===== config.mk =====
export PLATFORM = sky130hd
export DESIGN_NAME = rf_wr_arb
export DESIGN_NICKNAME = d
export VERILOG_FILES = /design/src/rtl/rf_wr_arb.sv
export SDC_FILE = /design/constraint.sdc
export NUM_CORES = 1
export LEC_CHECK = 0
export ABC_AREA = 0
export CAP_MARGIN = 20
export CORE_ASPECT_RATIO = 1.5
export CORE_MARGIN = 10
export CORE_UTILIZATION = 25
export DETAILED_ROUTE_END_ITERATION = 10
export SETUP_SLACK_MARGIN = 0.3
export SLEW_MARGIN = 20
export SYNTH_ARGS = -nofsm -noshare
export SYNTH_HDL_FRONTEND = slang
export SYNTH_SLANG_ARGS = --single-unit

===== constraint.sdc =====
create_clock -name clk -period 1.4 [get_ports clk]
set_input_delay 0.21 -clock clk [delete_from_list [all_inputs] [get_ports clk]]
set_output_delay 0.21 -clock clk [all_outputs]
set_load 0.03 [all_outputs]

===== src/rtl/rf_wr_arb.sv =====
// Write-port arbiter for the 32x32 register file: round-robin between the ALU (0) and
// load (1) write-back paths, registered commit with $0 suppression, and write forwarding.
module rf_wr_arb (
   input  logic        clk,
   input  logic        rst_n,
   input  logic        req0_valid,
   input  logic [4:0]  req0_addr,
   input  logic [31:0] req0_data,
   output logic        req0_ready,
   input  logic        req1_valid,
   input  logic [4:0]  req1_addr,
   input  logic [31:0] req1_data,
   output logic        req1_ready,
   input  logic        hold,
   input  logic [4:0]  r1_addr,
   input  logic [4:0]  r2_addr,
   output logic        RegWrite_en,
   output logic [4:0]  w_addr,
   output logic [31:0] w_data,
   output logic        r1_fwd_hit,
   output logic        r2_fwd_hit,
   output logic [31:0] r1_fwd_data,
   output logic [31:0] r2_fwd_data,
   output logic [15:0] wr_cnt
);

   logic        last_gnt_q, last_gnt_d;
   logic        we_q, we_d;
   logic [4:0]  addr_q, addr_d;
   logic [31:0] data_q, data_d;
   logic [15:0] cnt_q, cnt_d;
   logic        gnt0, gnt1;

   // Contested grant goes to the requester that did not win last time.
   always_comb begin
      gnt0 = 1'b0;
      gnt1 = 1'b0;
      if (!hold) begin
         if (req0_valid && req1_valid) begin
            gnt0 = last_gnt_q;
            gnt1 = ~last_gnt_q;
         end else begin
            gnt0 = req0_valid;
            gnt1 = req1_valid;
         end
      end
   end

   assign req0_ready = gnt0;
   assign req1_ready = gnt1;

   always_comb begin
      last_gnt_d = last_gnt_q;
      we_d       = 1'b0;
      addr_d     = addr_q;
      data_d     = data_q;
      if (gnt0) begin
         last_gnt_d = 1'b0;
         addr_d     = req0_addr;
         data_d     = req0_data;
         we_d       = (req0_addr != 5'd0);
      end else if (gnt1) begin
         last_gnt_d = 1'b1;
         addr_d     = req1_addr;
         data_d     = req1_data;
         we_d       = (req1_addr != 5'd0);
      end
   end

   always_comb begin
      cnt_d = cnt_q;
      if (we_q && (cnt_q != 16'hFFFF)) begin
         cnt_d = cnt_q + 16'd1;
      end
   end

   always_ff @(posedge clk or negedge rst_n) begin
      if (!rst_n) begin
         last_gnt_q <= 1'b1;
         we_q       <= 1'b0;
         addr_q     <= 5'd0;
         data_q     <= 32'd0;
         cnt_q      <= 16'd0;
      end else begin
         last_gnt_q <= last_gnt_d;
         we_q       <= we_d;
         addr_q     <= addr_d;
         data_q     <= data_d;
         cnt_q      <= cnt_d;
      end
   end

   assign RegWrite_en = we_q;
   assign w_addr      = addr_q;
   assign w_data      = data_q;
   assign wr_cnt      = cnt_q;

   // we_q is never set for $0, so no hit can occur on address 0.
   assign r1_fwd_hit  = we_q && (addr_q == r1_addr);
   assign r2_fwd_hit  = we_q && (addr_q == r2_addr);
   assign r1_fwd_data = data_q;
   assign r2_fwd_data = data_q;

endmodule


; ---- After elaboration in Yosys (flattened, before gate mapping)
; Index checks and enable logic that the tools add are counted.
[totals]
reg_bits = 55
latchBits = 0
ram_bits = 0
mem_bits_ro = 0
output_inout_bits = 122
wordCells = 29
n_memories = 0
[classes]
add_sub_neg = 1
multipliers = 0
n_div = 0
order_cmp = 0
eq_ne = 3
shifts = 0
n_mux = 12
bitwise_logic = 1
n_reduce_logical = 7
[op_table]
columns = op, n
row1 = 2-to-1 mux 32 bit, 2
row2 = adder 16 x 1 -> 16 bit (second input constant), 1
row3 = inequality test 16 bit (second input constant), 1
row4 = == test 5 bit, 2
row5 = 2-to-1 mux 5 bit, 2
row6 = nonzero test 5 bit, 2
row7 = 2-to-1 mux 1 bit, 8
row8 = logical AND 1 bit, 4
row9 = nonzero test 2 bit, 1
row10 = inverter 1 bit, 1

; ---- Longest topological paths before layout
; Gate-level depths: netlist of the first run.
[logic_depth]
depth_word = 5
mapped_depth = 6
depth_no_buf = 5

; ---- Worst setup path before layout of the first run
; Ideal clock, no wire load.
[synth_path]
path_type = register -> register
start = register cnt_q[0], in the netlist wr_cnt[0]
end = register cnt_q[1], in the netlist wr_cnt[1]
t_arrival_ps = 1558
slack_ps = -286
stages_incl_launch_ff = 6
n_path_buf = 0
path_cell_list = dfrtp_1 ha_1 and3_1 nand4_2 nand2_1 mux2_1
[synth_via]
elab_chain_cells = 2
word_cells_on_any_way = 3
[synth_lines]
columns = item, line_no
row1 = start: declaration, 31  ; logic [15:0] cnt_q, cnt_d;
row2 = start signal: assignment, 89  ; cnt_q <= cnt_d;
row3 = "parallel branches: the longest is 2 deep, another holds adder 16 x 1 -> 16 bit", n/a
; Parallel ways; which one is timed is not known.
; A chain may end at the register's enable or synchronous reset.

; ---- Worst setup path in the final report of the first run
[layout_path]
start = register addr_q[2], in the netlist w_addr[2]
end = output port r2_fwd_hit
[layout_via]
elab_chain_cells = 2
[layout_lines]
columns = item, line_no
row1 = start: declaration, 29  ; logic [4:0] addr_q, addr_d;
row2 = start signal: assignment, 87  ; addr_q <= addr_d;
row3 = == test 5 bit, 100  ; assign r2_fwd_hit = we_q && (addr_q == r2_addr);
row4 = logical AND 1 bit, 100
row5 = end: declaration, 21  ; output logic r2_fwd_hit,
; Every way passes these cells.

==> impl_metrics.env, run 1 <==
export IMPL_layout_commonest_cell="buf_6"
export IMPL_die_x_um=110.0
export IMPL_place_area_mm2=0.005131
export IMPL_synth_avg_cell_area_um2=10.74
export IMPL_initial_utilization=0.2542
export IMPL_max_clock_freq_mhz=573.1
export IMPL_pwr_share_clk=0.167
export IMPL_irDropWorstVdd_mv=0.6688
export IMPL_ys_ff_latch=55
export IMPL_layout_common_cells="buf_6, clkdlybuf4s50_1, dfrtp_2"
export IMPL_cts_sinks=55
export IMPL_setup_viol=41
export IMPL_synth_seq_area_share=0.4533
export IMPL_critPathArrivalTime_ns=1.53
export IMPL_worstSetupPathType="reg -> out"
export IMPL_share_seq_of_total_power=0.306
export IMPL_netlist_area_mm2=0.003039
export IMPL_powerDensity_mw_per_mm2=1275
export IMPL_fin_ws_ns=-0.3448
export IMPL_fin_crit_sh=1.246
export IMPL_ios=211
export IMPL_final_nets=579
export IMPL_first_pass_iters=6
export IMPL_p_int_uw=4665
export IMPL_clk_pin_slew_worst_paths_ns=0.07
export IMPL_worst_slew_pin_slew_ns=0.3055
export IMPL_critPathMaxStageDelay_ns=0.45
export IMPL_path_cells="xor2_2 -> nor4_2 -> and3_4 -> buf_6"
export IMPL_drc=0
export IMPL_yosysUniqueCellTypes=34
export IMPL_insertion_delay_ns=0.29
export IMPL_grt_setup_unrepaired="yes"
export IMPL_vias=2949
export IMPL_avgViaCountPerCell=4.579
export IMPL_gp_congestion=0.7973
export IMPL_yosys_warnings=0
export IMPL_violations="negative setup slack"
export IMPL_maxSlewHeadroom=0.7957
export IMPL_numCtsBuffers=5
export IMPL_final_core_util=0.5058
export IMPL_synth_edf_count=0
export IMPL_syn_inst=283
export IMPL_grt_pass1_wl_um=18330
export IMPL_cp_top_family="simple AND/OR/NAND/NOR gates"
export IMPL_fin_area_mm2=0.006047
export IMPL_gr_total_overflow=0
export IMPL_area_growth_pct=98.97
export IMPL_layout_drive_gt1_share=0.5837
export IMPL_synth_main_ff_cell="dfrtp_1"
export IMPL_hold_viol_final=0
export IMPL_syn_nets=373
export IMPL_finClkSkew_ns=0.003459
export IMPL_maxCapViolations=0
export IMPL_die_h_um=155.0
export IMPL_crit_slowest_cell="dfrtp_2"
export IMPL_power_switching_uw=3044
export IMPL_portBuffers=210
export IMPL_grt_use_total=0.1375
export IMPL_drtIter0Drc=158
export IMPL_end_kind="primary output"
export IMPL_postRouteAntennaNets=0
export IMPL_dieArea_mm2=0.01706
export IMPL_core_mm2=0.01196
export IMPL_grt_max_degree=56
export IMPL_status="finished, violations left"
export IMPL_dp_slack_ns=-0.3150
export IMPL_p_comb_frac=0.527
export IMPL_cts_htree_levels=2
export IMPL_clock_path_buffers=2
export IMPL_wl_per_cell_um=19.21
export IMPL_crit_buf_inv=1
export IMPL_hp_class="in -> reg"
export IMPL_hpwlAfterDp_um=9152
export IMPL_rows=49
export IMPL_cts_tree="yes"
export IMPL_antenna_found_initial=3
export IMPL_p_leak_uw=0.002829
export IMPL_netSwitchingFraction=0.3949
export IMPL_critPathRequiredTime_ns=1.19
export IMPL_drv_slew=0
export IMPL_grt_pass1_vias=3160
export IMPL_crit_path_max_fanout=4
export IMPL_async_flop_share=1.000
export IMPL_clock_root_buffer="clkbuf_16"
export IMPL_wirelength_um=12370
export IMPL_post_route_min_period_ns=1.745
export IMPL_crit_path_start_kind="register"
==> cells by family after synthesis <==
kind of cell | after synthesis | share of synthesized area
buffers and inverters | 113 | 0.2268
adders and majority gates | 1 | 0.004116
muxes | 1 | 0.003705
DFF | 55 | 0.4533
xor gates and xnor gates | 22 | 0.06340
AOI/OAI and AO/OA | 48 | 0.1433
and+or+nand+nor | 43 | 0.1054
==> layer usage <==
layer	up-vias	global-route usage	routed length, µm
met5	-	0	13
li1	1365	-	-
met1	1458	0.1390	4310
met3	7	0.05873	1143
met2	117	0.2501	6796
met4	2	0.03172	107
==> worst paths after layout <==
| check | startpoint | endpoint | slack (ns) | cells after the start |
|---|---|---|---|---|
| min in group asynchronous | rst_n | r1_fwd_data[2]$_DFFE_PN0P_ | 0.45 | 3 |
| worst min register to register | wr_cnt[15]$_DFFE_PN0P_ | wr_cnt[15]$_DFFE_PN0P_ | 0.49 | 1 |
| worst max-delay path | w_addr[2]$_DFFE_PN0P_ | r2_fwd_hit | -0.34 | 4 |
| worst min-delay path | req0_valid | last_gnt_q$_DFFE_PN1P_ | 0.38 | 4 |
| worst max register to register | last_gnt_q$_DFFE_PN1P_ | r1_fwd_data[28]$_DFFE_PN0P_ | -0.10 | 6 |
| max in group asynchronous | rst_n | last_gnt_q$_DFFE_PN1P_ | 0.64 | 3 |
==> worst register-to-register path: stages, from the launching register on <==
cell      delay [ns]
dfstp_2         0.57
buf_6           0.11
a21oi_4         0.06
buf_6           0.14
buf_12          0.13
a222oi_1        0.30
inv_1           0.07
==> cells in the mapped netlist, drive strengths merged, types with 2 or more instances <==
master	number	area, µm²
a21oi	3	15.01
a222oi	37	370.4
and2	3	18.77
and3	4	25.02
and4	5	51.30
buf	72	535.5
clkbuf	3	11.26
dfrtp	54	1351
inv	38	142.6
nand2	7	26.28
nand2b	3	18.77
nand3	3	27.53
nand4	6	43.79
nor2	2	7.510
nor3	4	40.04
nor4	3	33.78
o21ai	5	25.02
or4	2	15.01
xnor2	7	61.31
xor2	15	131.4
==> what timing repair did <==
| item | 4_1_cts | 5_1_grt |
|---|---|---|
| pin swaps | 27 | 25 |
| hold buffers | 1 | 0 |
| endpoints found under the setup margin | 176 | 175 |
| resized for setup | 814 | 92 |
| setup buffers | 29 | 8 |
| gates cloned | 2 | 1 |
| hold endpoints to repair | 54 | 0 |
==> flip-flops by register name (all words and copies together), names as in the netlist <==
name,flops
RegWrite_en,1
last_gnt_q,1
r1_fwd_data,32
w_addr,5
wr_cnt,16
==> power by group through the flow <==
| stage | clock, µW | combinational, µW | sequential [µW] |
|---|---|---|---|
| final | 1280 | 4060 | 2360 |
| after global routing | 1390 | 4260 | 2420 |
| after CTS | 1330 | 3840 | 2280 |
| after detailed placement | 0 | 3530 | 2260 |
| after global placement | 0 | 3500 | 2250 |
| after floorplan | 0 | 1600 | 2760 |
==> cell type report <==
cell class                 count  area [µm²]
tap                          153       191.4
timing repair buffer         274        2952
clock buffer                   7       142.6
inverter                      38       142.6
sequential                    55        1444
clock inverter                 1       5.005
antenna                        1       2.502
fill                        1084        5908
multi-input combinational    115        1167
==> through the flow <==
step | hold WS (ns) | setup TNS [ns] | cells | power [µW]
after CTS | 0.3787 | -3.092 | 634 | 7454
final | 0.3846 | -3.346 | 644 | 7709
after global routing | 0.4326 | -6.054 | 643 | 8074
after floorplan | -0.08559 | -0.06757 | 283 | 4357
after global placement | 0.2398 | -9.919 | 594 | 5749
after detailed placement | 0.2391 | -11.76 | 594 | 5795
(Power assumes the default switching activity.)
==> inputs of run 2 (changes only) <==
Settings changed: CORE_MARGIN 10 to 2.
==> run 2 against run 1 <==
First-iteration DRC count grew 43%. Critical endpoint unchanged. Register-to-register slack got worse by 0.10 ns. Sequential share of layout area is 0.34 points lower. The run still ends with negative setup slack left. Global-route usage is 2.6 points higher. Combinational power shrank 1%.
==> impl_metrics.env, run 2 (synthesis gave the netlist of run 1 again) <==
export IMPL_status="finished, violations left"
export IMPL_violations="negative setup slack"
export IMPL_maxSlewHeadroom=0.7763
export IMPL_layout_commonest_cell="buf_6"
export IMPL_irDropWorstVdd_mv=0.5579
export IMPL_critPathRequiredTime_ns=1.19
export IMPL_hpwlAfterDp_um=7538
export IMPL_layout_common_cells="buf_6, clkdlybuf4s50_1, dfrtp_2"
export IMPL_grt_pass1_vias=3136
export IMPL_postRouteAntennaNets=0
export IMPL_fin_area_mm2=0.006133
export IMPL_core_mm2=0.01196
export IMPL_insertion_delay_ns=0.29
export IMPL_vias=3018
export IMPL_portBuffers=210
export IMPL_clk_pin_slew_worst_paths_ns=0.07
export IMPL_grt_pass1_wl_um=16780
export IMPL_finClkSkew_ns=0.004263
export IMPL_setup_viol=43
export IMPL_avgViaCountPerCell=4.665
export IMPL_initial_utilization=0.2542
export IMPL_final_nets=583
export IMPL_gp_congestion=0.7538
export IMPL_powerDensity_mw_per_mm2=1239
export IMPL_grt_setup_unrepaired="yes"
export IMPL_antenna_found_initial=2
export IMPL_finalNonFillerCells=647
export IMPL_first_pass_iters=7
export IMPL_gr_total_overflow=0
export IMPL_hold_viol_final=0
export IMPL_ios=211
export IMPL_largest_reg_flops=32
export IMPL_crit_path_start_kind="register"
export IMPL_clock_path_buffers=2
export IMPL_dieArea_mm2=0.01307
export IMPL_p_leak_uw=0.002870
export IMPL_fin_crit_sh=1.223
export IMPL_maxCapViolations=0
export IMPL_die_h_um=139.0
export IMPL_die_x_um=94.03
export IMPL_drv_slew=0
export IMPL_hp_class="in -> reg"
export IMPL_drc=0
export IMPL_area_growth_pct=101.8
export IMPL_wl_per_cell_um=16.68
export IMPL_fin_ws_ns=-0.3119
export IMPL_crit_path_max_fanout=4
export IMPL_drtIter0Drc=226
export IMPL_rows=49
export IMPL_place_area_mm2=0.005076
export IMPL_placed_cells=588
export IMPL_cts_sinks=55
export IMPL_clock_root_buffer="clkbuf_16"
export IMPL_cts_tree="yes"
export IMPL_worstSetupPathType="reg -> out"
export IMPL_antennaDiodeCount=0
export IMPL_worst_slew_pin_slew_ns=0.3355
export IMPL_critPathArrivalTime_ns=1.50
export IMPL_layout_drive_gt1_share=0.5749
export IMPL_end_kind="primary output"
export IMPL_post_route_min_period_ns=1.712
export IMPL_cts_htree_levels=2
export IMPL_wirelength_um=10790
export IMPL_grt_max_degree=56
export IMPL_max_clock_freq_mhz=584.2
export IMPL_numCtsBuffers=5
export IMPL_grt_use_total=0.1636
run 2: path summary, 6_finish.rpt:
kind	start	end	slack (ns)	cells after the start
worst min-delay path	hold	last_gnt_q$_DFFE_PN1P_	0.39	3
max in group asynchronous	rst_n	last_gnt_q$_DFFE_PN1P_	0.65	3
min in group asynchronous	rst_n	wr_cnt[1]$_DFFE_PN0P_	0.46	3
worst min register to register	wr_cnt[15]$_DFFE_PN0P_	wr_cnt[15]$_DFFE_PN0P_	0.50	1
worst max-delay path	w_addr[1]$_DFFE_PN0P_	r2_fwd_hit	-0.31	4
worst max register to register	last_gnt_q$_DFFE_PN1P_	r1_fwd_data[27]$_DFFE_PN0P_	-0.20	7
run 2: power by group:
group | total [µW] | switching [µW] | internal (µW)
clock network | 1220 | 549 | 668
registers | 2370 | 449 | 1920
logic | 4010 | 1960 | 2050
total | 7600 | 2960 | 4640
run 2: critical path: stages (launching register included):
cell and delay, ns:
dfrtp_2 0.44, xor2_1 0.16, nor4_1 0.27, and3_4 0.22, buf_6 0.12
run 2: repair_timing:
action / CTS / global route
resized for setup: 831 / 83
setup endpoints to repair: 176 / 175
hold endpoints to repair: 54 / 0
setup buffers: 36 / 7
pin swaps: 27 / 22
gates cloned: 7 / 0
hold buffers: 1 / 0
run 2: layout make-up:
cell class,count,area [µm²]
fillers,1072,5822
repair buffers,278,3070
flip-flops and latches,55,1444
multi-input cells,115,1146
well taps,153,191.4
inverters,38,145.1
clock buffers,8,136.4
run 2: metal layers:
metal,up-vias,track usage,wire length (µm)
met5,-,0,13
met4,2,0.04577,189
met3,16,0.04674,947
met2,154,0.2891,5847
met1,1473,0.1897,3792
li1,1373,-,-
run 2: per-stage QoR:
| step | hold slack, ns | util | setup slack, ns | TNS (ns) | power [µW] |
|---|---|---|---|---|---|
| floorplan | -0.08559 | - | -0.03890 | -0.06757 | 4357 |
| global placement | 0.2415 | 0.4246 | -0.2939 | -9.767 | 5647 |
| detailed placement | 0.2419 | 0.4246 | -0.3553 | -11.22 | 5675 |
| CTS | 0.3726 | 0.4881 | -0.3318 | -4.602 | 7427 |
| global route | 0.4190 | 0.5130 | -0.4168 | -8.104 | 7968 |
| finish | 0.3935 | 0.5130 | -0.3119 | -4.611 | 7597 |
